### config.mk
export PLATFORM = sky130hd
export DESIGN_NAME = multicycle_ctrl_flat
export DESIGN_NICKNAME = d
export VERILOG_FILES = /design/src/rtl/multicycle_ctrl_if.sv /design/src/rtl/multicycle_ctrl.sv /design/src/flat_wrapper.sv
export SDC_FILE = /design/constraint.sdc
export NUM_CORES = 1
export LEC_CHECK = 0
export CAP_MARGIN = 20
export CORE_MARGIN = 1.5
export CORE_UTILIZATION = 30
export DETAILED_ROUTE_END_ITERATION = 8
export PLACE_DENSITY = 0.84
export SLEW_MARGIN = 10
export SYNTH_ARGS = -nofsm -noshare
export SYNTH_HDL_FRONTEND = slang
export SYNTH_SLANG_ARGS = --single-unit
### constraint.sdc
create_clock -name clk -period 1.4 [get_ports clk]
set_input_delay 0.21 -clock clk [delete_from_list [all_inputs] [get_ports clk]]
set_output_delay 0.21 -clock clk [all_outputs]
set_load 0.05 [all_outputs]
### src/rtl/multicycle_ctrl_if.sv
// Controller <-> datapath/memory signal bundle for the multicycle core.
// master = controller side, slave = datapath side.
interface multicycle_ctrl_if;
  logic [31:0] Ins;
  logic        BrTaken;
  logic        MemReady;
  logic        MemReq;
  logic        MemWe;
  logic        IorD;
  logic        IrWe;
  logic        PcWe;
  logic [1:0]  PcSel;
  logic        RegWe;
  logic [1:0]  WbSel;
  logic        AluSrcB;
  logic        Illegal;
  logic [2:0]  State;

  modport master (
    input  Ins, BrTaken, MemReady,
    output MemReq, MemWe, IorD, IrWe, PcWe, PcSel, RegWe, WbSel, AluSrcB, Illegal, State
  );

  modport slave (
    output Ins, BrTaken, MemReady,
    input  MemReq, MemWe, IorD, IrWe, PcWe, PcSel, RegWe, WbSel, AluSrcB, Illegal, State
  );
endinterface

### src/rtl/multicycle_ctrl.sv
// Multicycle RV32 control FSM: FETCH/DECODE/EXEC/MEM/WB plus a sticky TRAP.
// Outputs are decoded combinationally from the state register and Ins.
module multicycle_ctrl (
  input  logic              clk,
  input  logic              rst_n,
  multicycle_ctrl_if.master bus
);

  typedef enum logic [2:0] {
    FETCH  = 3'd0,
    DECODE = 3'd1,
    EXEC   = 3'd2,
    MEM    = 3'd3,
    WB     = 3'd4,
    TRAP   = 3'd5
  } state_t;

  localparam int C_LOAD   = 0;
  localparam int C_MISC   = 1;
  localparam int C_OPIMM  = 2;
  localparam int C_AUIPC  = 3;
  localparam int C_STORE  = 4;
  localparam int C_OP     = 5;
  localparam int C_LUI    = 6;
  localparam int C_BRANCH = 7;
  localparam int C_JALR   = 8;
  localparam int C_JAL    = 9;
  localparam int C_SYSTEM = 10;
  localparam int NCLS     = 11;

  // Opcode table indexed by class number (entry gi sits at bits gi*7 +: 7).
  localparam logic [NCLS*7-1:0] OPC_TABLE = {
    7'b1110011, 7'b1101111, 7'b1100111, 7'b1100011, 7'b0110111, 7'b0110011,
    7'b0100011, 7'b0010111, 7'b0010011, 7'b0001111, 7'b0000011
  };

  state_t          state_reg;
  logic            run_reg;
  logic [NCLS-1:0] cls;
  logic            legal;
  logic            rd_nz;
  logic            unused_ins;

  generate
    for (genvar gi = 0; gi < NCLS; gi++) begin : g_dec
      assign cls[gi] = (bus.Ins[6:0] == OPC_TABLE[gi*7 +: 7]);
    end
  endgenerate

  assign legal      = |cls;
  assign rd_nz      = (bus.Ins[11:7] != 5'd0);
  assign unused_ins = ^bus.Ins[31:12];

  // run_reg holds off the first request until one edge after reset release.
  always_ff @(posedge clk or negedge rst_n) begin
    if (!rst_n) begin
      state_reg <= FETCH;
      run_reg   <= 1'b0;
    end else begin
      run_reg <= 1'b1;
      case (state_reg)
        FETCH:  if (run_reg && bus.MemReady) state_reg <= DECODE;
        DECODE: state_reg <= legal ? EXEC : TRAP;
        EXEC: begin
          if (cls[C_BRANCH] || cls[C_MISC] || cls[C_SYSTEM])
            state_reg <= FETCH;
          else if (cls[C_LOAD] || cls[C_STORE])
            state_reg <= MEM;
          else if (cls[C_OP] || cls[C_OPIMM] || cls[C_LUI] || cls[C_AUIPC] ||
                   cls[C_JAL] || cls[C_JALR])
            state_reg <= WB;
          else
            state_reg <= TRAP;
        end
        MEM:    if (bus.MemReady) state_reg <= cls[C_STORE] ? FETCH : WB;
        WB:     state_reg <= FETCH;
        TRAP:   state_reg <= TRAP;
        default: state_reg <= TRAP;
      endcase
    end
  end

  always_comb begin
    bus.MemReq  = 1'b0;
    bus.MemWe   = 1'b0;
    bus.IorD    = 1'b0;
    bus.IrWe    = 1'b0;
    bus.PcWe    = 1'b0;
    bus.PcSel   = 2'b00;
    bus.RegWe   = 1'b0;
    bus.WbSel   = 2'b00;
    bus.AluSrcB = 1'b0;
    bus.Illegal = (state_reg == TRAP);
    bus.State   = state_reg;
    if (run_reg) begin
      case (state_reg)
        FETCH: begin
          bus.MemReq = 1'b1;
          bus.IrWe   = bus.MemReady;
        end
        EXEC: begin
          bus.AluSrcB = cls[C_OPIMM] | cls[C_LOAD] | cls[C_STORE] | cls[C_JALR];
          if (cls[C_BRANCH]) begin
            bus.PcWe  = 1'b1;
            bus.PcSel = {1'b0, bus.BrTaken};
          end else if (cls[C_MISC] || cls[C_SYSTEM]) begin
            bus.PcWe = 1'b1;
          end
        end
        MEM: begin
          bus.MemReq = 1'b1;
          bus.IorD   = 1'b1;
          bus.MemWe  = cls[C_STORE];
          // A store retires on the completing edge, so PC advances only once.
          bus.PcWe   = cls[C_STORE] & bus.MemReady;
        end
        WB: begin
          bus.RegWe = rd_nz;
          bus.PcWe  = 1'b1;
          if (cls[C_LOAD])
            bus.WbSel = 2'b01;
          else if (cls[C_JAL] || cls[C_JALR])
            bus.WbSel = 2'b10;
          else if (cls[C_LUI])
            bus.WbSel = 2'b11;
          if (cls[C_JAL])
            bus.PcSel = 2'b01;
          else if (cls[C_JALR])
            bus.PcSel = 2'b10;
        end
        default: ;
      endcase
    end
  end

endmodule

### src/flat_wrapper.sv
// flat-port wrapper written by rule: the top's interface ports become plain ports
module multicycle_ctrl_flat 
  (clk, rst_n, bus_Ins, bus_BrTaken, bus_MemReady, bus_MemReq, bus_MemWe, bus_IorD, bus_IrWe, bus_PcWe, bus_PcSel, bus_RegWe, bus_WbSel, bus_AluSrcB, bus_Illegal, bus_State);
  multicycle_ctrl_if bus_i ();
  input  logic clk;
  input  logic rst_n;
  input wire logic [$bits(bus_i.Ins)-1:0] bus_Ins;
  input wire logic [$bits(bus_i.BrTaken)-1:0] bus_BrTaken;
  input wire logic [$bits(bus_i.MemReady)-1:0] bus_MemReady;
  output wire logic [$bits(bus_i.MemReq)-1:0] bus_MemReq;
  output wire logic [$bits(bus_i.MemWe)-1:0] bus_MemWe;
  output wire logic [$bits(bus_i.IorD)-1:0] bus_IorD;
  output wire logic [$bits(bus_i.IrWe)-1:0] bus_IrWe;
  output wire logic [$bits(bus_i.PcWe)-1:0] bus_PcWe;
  output wire logic [$bits(bus_i.PcSel)-1:0] bus_PcSel;
  output wire logic [$bits(bus_i.RegWe)-1:0] bus_RegWe;
  output wire logic [$bits(bus_i.WbSel)-1:0] bus_WbSel;
  output wire logic [$bits(bus_i.AluSrcB)-1:0] bus_AluSrcB;
  output wire logic [$bits(bus_i.Illegal)-1:0] bus_Illegal;
  output wire logic [$bits(bus_i.State)-1:0] bus_State;
  assign bus_i.Ins = bus_Ins;
  assign bus_i.BrTaken = bus_BrTaken;
  assign bus_i.MemReady = bus_MemReady;
  assign bus_MemReq = bus_i.MemReq;
  assign bus_MemWe = bus_i.MemWe;
  assign bus_IorD = bus_i.IorD;
  assign bus_IrWe = bus_i.IrWe;
  assign bus_PcWe = bus_i.PcWe;
  assign bus_PcSel = bus_i.PcSel;
  assign bus_RegWe = bus_i.RegWe;
  assign bus_WbSel = bus_i.WbSel;
  assign bus_AluSrcB = bus_i.AluSrcB;
  assign bus_Illegal = bus_i.Illegal;
  assign bus_State = bus_i.State;
  multicycle_ctrl u_core (.clk(clk), .rst_n(rst_n), .bus(bus_i));
endmodule
Word level (Yosys, flattened, before mapping)
Index checks and enable logic that the tools add are counted.

storage, ports and cells
  bits in registers = 4
  input port bits = 36
  output and inout port bits = 15
  word-level logic and storage cells = 74

operators by class
  equal/unequal tests = 18
  muxes and demuxes = 34
  bitwise gates (word level) = 4
  reductions and logical operators = 16

operators by type and width
  cell                                                                    count
  7-bit equality test (second input constant)                             4
  7-bit by 6-bit equality test with 1-bit output (second input constant)  3
  3-bit two-way mux                                                       6
  1-bit two-way mux                                                       17
  2-bit two-way mux                                                       8
  3-bit one-hot mux with 5 select lines                                   1
  7-bit by 5-bit equality test with 1-bit output (second input constant)  2
  11-bit OR reduction                                                     1
  1-bit logical OR                                                        10
  7-bit by 2-bit equality test with 1-bit output (second input constant)  1
  7-bit by 4-bit equality test with 1-bit output (second input constant)  1
  3-bit by 2-bit equality test with 1-bit output (second input constant)  2
  3-bit equality test (second input constant)                             2
  5-bit nonzero test                                                      1
  2-bit one-hot mux with 2 select lines                                   1
  3-bit by 1-bit equality test with 1-bit output (second input constant)  1
  3-bit zero test                                                         1
  1-bit bitwise OR                                                        3
  1-bit one-hot mux with 3 select lines                                   1
  2-bit by 1-bit != test with 1-bit output (second input constant)        1
  2-bit != test (second input constant)                                   1
  2-bit AND reduction                                                     1
  2-bit OR reduction                                                      1
  1-bit AND                                                               1
  1-bit logical AND                                                       1

Logic depth before layout (Yosys ltp)
Gate-level depths: netlist of run 1.

  word-level depth = 10
  gate-level depth with buffers = 5
  depth with buffers taken out = 4

Worst setup path before layout of run 1
Ideal clock, no wire load.

  kind = register to output
  start point = reg u_core.state_reg[0], in the netlist u_core.bus.State[0]
  end point = out bus_PcSel[1]
  arrival = 2418 ps
  required time = 1190 ps
  path slack = -1228 ps
  cell stages (with the launch flop) = 6
  cells stage by stage = dfrtp_1 -> buf_2 -> nor2_1 -> and3_1 -> nand3_1 -> nor3b_1

on the way
  cells in the longest elaborated chain, start to end = 3

ends and longest elaborated chain
  element                                                                                RTL line               RTL
  from (decl)                                                                            multicycle_ctrl.sv:37  state_t state_reg;
  from (signal assigned)                                                                 multicycle_ctrl.sv:63  DECODE: state_reg <= legal ? EXEC : TRAP;
  from (signal assigned)                                                                 multicycle_ctrl.sv:75  MEM: if (bus.MemReady) state_reg <= cls[C_STORE] ? FETCH : WB;
  3-bit equality test or 3-bit by 2-bit equality test with 1-bit output (tied branches)  multicycle_ctrl.sv:96  case (state_reg)
  2-bit one-hot mux with 2 select lines (*)                                              multicycle_ctrl.sv:96
  2-bit two-way mux (*)                                                                  multicycle_ctrl.sv:95  if (run_reg) begin
  to (decl)                                                                              flat_wrapper.sv:15     output wire logic [$bits(bus_i.PcSel)-1:0] bus_PcSel;

Mark *: on every way between the ends. The rest lies on a longest branch, timed or not.

Worst setup path in the final report of run 1
  start point = reg u_core.state_reg[1], in the netlist u_core.bus.State[1]
  end point = out bus_PcSel[0]

The elaborated chain is that of the path after synthesis.

==> results by group, run 1 <==
Synth
  • Synth cell types: 37
  • EDFF count, synth: 0
  • Synthesized netlist net count: 130
  • Synth Register Bits: 4
  • Ys async rst share: 100.0%
  • Post-synth top flop: dfrtp_1
  • Mapped Area: 656.9 um^2
  • Yosys warnings: 0
  • Sequential-to-total area share from yosys stat: 15.24%
  • Mapped Cells: 94
  • Synthesized area per cell: 6.988 um^2

GRT
  • GR Util All Layers: 25.94%
  • GR Overflow Total: 0
  • Initial antenna violation count: 0
  • Vias in the first global route: 1082
  • First-pass GRT wire length: 4.961 mm
  • Largest net degree at the start of global routing: 12

Flow run
  • Max cap viols: 0

STA
  • Final Setup Violations: 16
  • Min Tclk post-route: 1.971 ns
  • Clk_skew: 0.01037 ns
  • Slew Viols, Final: 0
  • Hold Vio Cnt, Final: 0
  • Ratio of final minimum period to clock period: 140.8%
  • Fmax: 0.5075 GHz
  • RSZ-0062 raised after global routing: yes
  • Final worst setup slack: -0.5705 ns
  • Slew @ Worst Pin: 0.5148 ns
  • Rel. slew slack: 64.79%

Power
  • Pwr/cell area: 281.9 nW/um^2
  • VDD IR max: 308.1 uV
  • Leakage: 0.0007327 uW
  • Tot Pwr: 485.0 uW

Critical path
  • Worst-path fanout max: 3
  • Critical-path cell list: buf_6 > nor2_4 > and3_4 > nand3_4 > a2111oi_4 > buf_12
  • CP max stage delay: 0.43 ns
  • Worst Path Class, Setup: reg -> out
  • Crit path DAT: 1.76 ns
  • CP required: 1.19 ns
  • Critical-path top delay cell: dfrtp_2
  • Startpoint Class: register
  • Nature of the critical path endpoint: output pin

Finish
  • Fillcell total: 96
  • Reg area: 103.9 um^2
  • Diodes inserted: 0
  • Max reg flops: 3
  • Util after Layout: 85.94%
  • Synth-to-Final Area Change: 161.9%
  • Share of cells above drive strength 1: 59.17%
  • Fin nets: 206
  • Footprint of the multi-input gates: 686.9 um^2

Drt
  • DR iter-0 viols: 28
  • Vias: 1135
  • Avg Vias per Cell: 5.791
  • Drt total wl: 3.702 mm
  • Drt pass-1 iters: 4
  • Antenna Nets Post-Route: 0
  • WL per Instance: 18.89 um
  • DRC Markers: 0

Placement
  • RD Place Congestion: 0.9083
  • IO buf count: 30
  • DP HPWL: 2.220 mm
  • Place WS: -0.5973 ns

Clocking
  • CTS Hold Bufs: 0
  • CTS tree: built
  • Total CTS buffers: 3
  • CTS H-tree depth: 1
  • Num Clock Sinks: 4
  • Clock buffer depth: 2
  • Clock transition at path regs: 0.05 ns
  • Clock latency on the worst-skew pair: 0.24 ns
  • Clock Tree Root: clkbuf_4

Status
  • Failing checks: setup timing
  • Status: finished, violations left

Worst hold path
  • Min-Delay Path Class: in -> async

Floorplanning
  • Die area: 2480 um^2
  • Core Region: 2002 um^2
  • Die Width: 49.80 um
  • Row Count: 16
  • Die height: 49.80 um
  • Initial Utilization: 32.81%
  • # IOs: 51
[routing by layer]
layer | vias to the layer above | routed length (um) | track usage [%]
met2 | 77 | 1910 | 46.00
met4 | 0 | 130 | 9.722
met3 | 18 | 281 | 5.455
met1 | 537 | 1380 | 30.24
li1 | 503 | - | -
met5 | - | 0 | 0
[cells by family (layout without fill, tap and decap cells)]
| kind of cell | Yosys count | in the layout | share of synthesized area [%] |
|---|---|---|---|
| AOI/OAI and AO/OA | 24 | 24 | 27.81 |
| buffers and inverters | 11 | 86 | 7.237 |
| DFF | 4 | 4 | 15.24 |
| muxes | 2 | 2 | 3.048 |
| other | 1 | 1 | 0.5709 |
| and+or+nand+nor | 52 | 52 | 46.10 |
[cell type report]
cell class / count / area share, %
Timing Repair Buffer: 79 / 49.89
Multi-Input combinational cell: 79 / 39.93
Sequential cell: 4 / 6.036
Tap cell: 27 / 1.964
Clock buffer: 4 / 1.527
Inverter: 3 / 0.6545
[final timing paths]
check	startpoint	endpoint	slack, ns	depth (start not counted)
max	u_core.bus.State[1]$_DFFE_PN0P_	bus_PcSel[0]	-0.57	6
min	rst_n	u_core.bus.State[0]$_DFFE_PN0P_	0.17	1
max reg2reg	u_core.bus.State[0]$_DFFE_PN0P_	u_core.bus.State[1]$_DFFE_PN0P_	-0.33	7
min reg2reg	u_core.bus.State[2]$_DFFE_PN0P_	u_core.bus.State[2]$_DFFE_PN0P_	0.83	4
max in group asynchronous	rst_n	u_core.bus.State[2]$_DFFE_PN0P_	1.02	1
min in group clk	bus_Ins[6]	u_core.bus.State[0]$_DFFE_PN0P_	0.69	4
[placed cells by master, fill, tap and decap left out, drive strengths merged]
cell type      netlist  routed
a2111oi              2       2
a21bo                1       1
a21o                 1       1
a21oi                2       2
a32oi                1       1
a41o                 1       1
and2                 3       3
and3                 3       3
and3b                2       2
and4                 3       3
buf                  5      64
clkbuf               3       4
clkdlybuf4s15        0       2
clkdlybuf4s50        0       8
conb                 1       1
dfrtp                4       4
dlygate4sd2          0       5
inv                  3       3
mux2i                2       2
nand2                7       7
nand2b               3       3
nand3                7       7
nand3b               1       1
nand4b               2       2
nor2                 8       8
nor2b                4       4
nor3                 2       2
nor3b                2       2
o2111ai              4       4
o211ai               1       1
o21a                 4       4
o21ai                4       4
o22ai                2       2
o31ai                1       1
or2                  2       2
or3                  1       1
or4                  2       2
[timing repair]
action | in CTS | in global routing
pin swaps | 11 | 5
resized for setup | 32 | 14
buffers inserted | 9 | 7
setup endpoints to repair | 15 | 16
[worst max-delay path, delay by kind of cell, from the launching register on]
family	cells	cell delay, ns
AND/OR/NAND/NOR	3	0.42
flip-flops	1	0.43
buffers and inverters	2	0.31
AO/OA/AOI/OAI	1	0.36
[synthesized netlist by cell type, drive strengths merged (2+ instances only)]
cell type / n / share of area, %
nand2b: 3 / 2.9
o2111ai: 4 / 5.3
buf: 5 / 3.8
or2: 2 / 1.9
and4: 3 / 4.0
and3b: 2 / 2.7
clkbuf: 3 / 1.7
o22ai: 2 / 1.9
mux2i: 2 / 3.0
nor3b: 2 / 2.3
inv: 3 / 1.7
and3: 3 / 2.9
nor2: 8 / 4.6
nor2b: 4 / 4.2
or4: 2 / 2.3
nor3: 2 / 1.5
a21oi: 2 / 1.5
o21ai: 4 / 3.0
dfrtp: 4 / 15
nand2: 7 / 4.0
nand3: 7 / 5.3
a2111oi: 2 / 3.6
o21a: 4 / 4.6
nand4b: 2 / 2.7
and2: 3 / 2.9
[metrics by stage]
| stage | std cells | hold WS, ns | setup TNS [ns] | cell area [um^2] |
|---|---|---|---|---|
| 5_1_grt | 196 | 0.1751 | -6.382 | 1720 |
| 3_5_place_dp | 179 | 0.4306 | -5.498 | 1459 |
| 4_1_cts | 191 | 0.1677 | -4.516 | 1627 |
| 3_3_place_gp | 179 | 0.4142 | -4.888 | 1459 |
| 2_1_floorplan | 94 | -0.08559 | -3.372 | 765.7 |
| 6_report | 196 | 0.1719 | -5.437 | 1720 |
[where the power goes]
part,total (uW),switching (uW),internal [uW]
Sequential,119,1.41,117
Clock,168,60.4,108
Combinational,198,99.5,98.4
Total,485,161,324
(Power assumes the default switching activity.)
==> inputs of run 2 (changes only) <==
==> constraint.sdc (replaced) <==
create_clock -name clk -period 1.68 [get_ports clk]
set_input_delay 0.252 -clock clk [delete_from_list [all_inputs] [get_ports clk]]
set_output_delay 0.252 -clock clk [all_outputs]
set_load 0.05 [all_outputs]
==> results by group, run 2 (synthesis gave the netlist of run 1 again) <==
Critical path
  • CP max stage delay: 0.42 ns
  • Worst Path Class, Setup: reg -> out
  • CP required: 1.43 ns
  • Bufs and invs on worst path: 1
  • Crit path depth: 5
  • Worst-path fanout max: 2
  • Critical-path top delay cell: dfrtp_2
  • Critical-path cell list: nor2b_4 > and4_1 > nand3b_1 > a2111oi_4 > clkbuf_16
  • Startpoint Class: register
  • Crit path DAT: 1.85 ns
  • Nature of the critical path endpoint: output pin
  • CP top delay family: simple AND/OR/NAND/NOR gates
  • Reg2Reg Depth: 7

STA
  • RSZ-0062 raised after global routing: yes
  • Slew Viols, Final: 0
  • Final Setup Violations: 13
  • Clk_skew: 0.009990 ns
  • Ratio of final minimum period to clock period: 125.1%
  • Fmax: 0.4759 GHz
  • Final worst setup slack: -0.4213 ns
  • Min Tclk post-route: 2.101 ns
  • Hold Vio Cnt, Final: 0

Status
  • Failing checks: setup timing
  • Status: finished, violations left

Floorplanning
  • Row Count: 16
  • Core Region: 2002 um^2
  • Initial Utilization: 32.81%
  • Die area: 2480 um^2
  • # IOs: 51
  • Die height: 49.80 um
  • Die Width: 49.80 um

Clocking
  • Total CTS buffers: 3
  • Clock transition at path regs: 0.05 ns
  • Clock Tree Root: clkbuf_4
  • Clock latency on the worst-skew pair: 0.26 ns
  • CTS H-tree depth: 1
  • Clock buffer depth: 2
  • CTS tree: built
  • Num Clock Sinks: 4

Power
  • VDD IR max: 305.3 uV
  • Leakage: 0.0007209 uW
  • Tot Pwr: 423.8 uW
  • Pwr/cell area: 248.3 nW/um^2

Worst hold path
  • Min-Delay Path Class: in -> async

Finish
  • Max reg flops: 3
  • Commonest non-fill, non-tap cell in the layout: buf_4
  • Synth-to-Final Area Change: 159.8%
  • Share of cells above drive strength 1: 60.48%
  • Diodes inserted: 0
  • Fin cells: 194
  • Fillcell total: 107
  • Commonest cells after routing, fill and taps aside: buf_4, buf_6, buf_12, dlygate4sd2_1
  • Fin nets: 204

GRT
  • GR Overflow Total: 0
  • GR Util All Layers: 26.94%
  • Largest net degree at the start of global routing: 11
  • First-pass GRT wire length: 5.161 mm
  • Vias in the first global route: 1074
  • Initial antenna violation count: 0

Placement
  • RD Place Congestion: 0.9370
  • DP HPWL: 2.020 mm
  • IO buf count: 30
  • Place WS: -0.3553 ns
  • Placed cells: 169

Drt
  • Avg Vias per Cell: 6.036
  • Drt pass-1 iters: 5
  • DRC Markers: 0
  • WL per Instance: 21.39 um
  • DR iter-0 viols: 62
  • Antenna Nets Post-Route: 0
  • Drt total wl: 4.150 mm
  • Vias: 1171

Flow run
  • Max cap viols: 0
-- run 2: layout make-up --
type | count | area, um^2 | area share [%]
Clock buffer | 4 | 26.28 | 1.540
Timing Repair Buffer | 77 | 807.0 | 47.29
Inverter | 3 | 11.26 | 0.6598
Sequential cell | 4 | 103.9 | 6.085
Tap cell | 27 | 33.78 | 1.979
Multi-Input combinational cell | 79 | 724.4 | 42.45
-- run 2: path summary, 6_finish.rpt --
| path | from | endpoint | slack [ns] |
|---|---|---|---|
| worst max register to register | u_core.bus.State[1]$_DFFE_PN0P_ | u_core.bus.State[2]$_DFFE_PN0P_ | -0.01 |
| worst max-delay path | u_core.bus.State[2]$_DFFE_PN0P_ | bus_PcSel[0] | -0.42 |
| max in group asynchronous | rst_n | u_core.bus.State[1]$_DFFE_PN0P_ | 1.27 |
| worst min-delay path | rst_n | u_core.bus.State[0]$_DFFE_PN0P_ | 0.20 |
| worst min register to register | u_core.bus.State[2]$_DFFE_PN0P_ | u_core.bus.State[0]$_DFFE_PN0P_ | 0.86 |
| min in group clk | bus_Ins[2] | u_core.bus.State[2]$_DFFE_PN0P_ | 0.74 |
-- run 2: report_power, final --
group,switching [uW],internal (uW)
clock network,61.5,90.6
logic,91.3,81.0
registers,1.74,97.7
total,154,269
-- run 2: timing repair --
action | CTS | global route
cloned | 1 | 0
buffers inserted | 13 | 10
resized for setup | 34 | 27
hold buffers | 0 | 0
setup endpoints to repair | 11 | 14
pin swaps | 12 | 14
-- run 2: routing by layer --
metal	routed length, um	GRT usage (%)	vias up	part of all wire [%]
met5	0	0	-	0
met3	341	3.636	26	8.2
met4	228	13.89	0	5.5
met1	1700	32.65	544	41
met2	1879	46.00	101	45
li1	-	-	500	-
-- run 2: per-stage QoR --
step	hold slack, ns	setup TNS (ns)	utilization [%]	area (um^2)
after floorplan	-0.04359	-1.404	-	740.7
after global placement	0.4548	-2.293	66.00	1321
after detailed placement	0.4805	-2.758	66.00	1321
after CTS	0.2090	-1.002	75.81	1518
after global routing	0.2247	-2.544	85.25	1707
final	0.2034	-2.168	85.25	1707
==> inputs of run 3 (changes only) <==
--- a/config.mk
+++ b/config.mk
@@ -8,6 +8,7 @@
 export CAP_MARGIN = 20
 export CORE_MARGIN = 1.5
 export CORE_UTILIZATION = 30
+export CTS_CLUSTER_DIAMETER = 50
 export DETAILED_ROUTE_END_ITERATION = 8
 export PLACE_DENSITY = 0.84
 export SLEW_MARGIN = 10
==> results of run 3 <==
Final layout, timing and power as in run 2 (identical DEF).
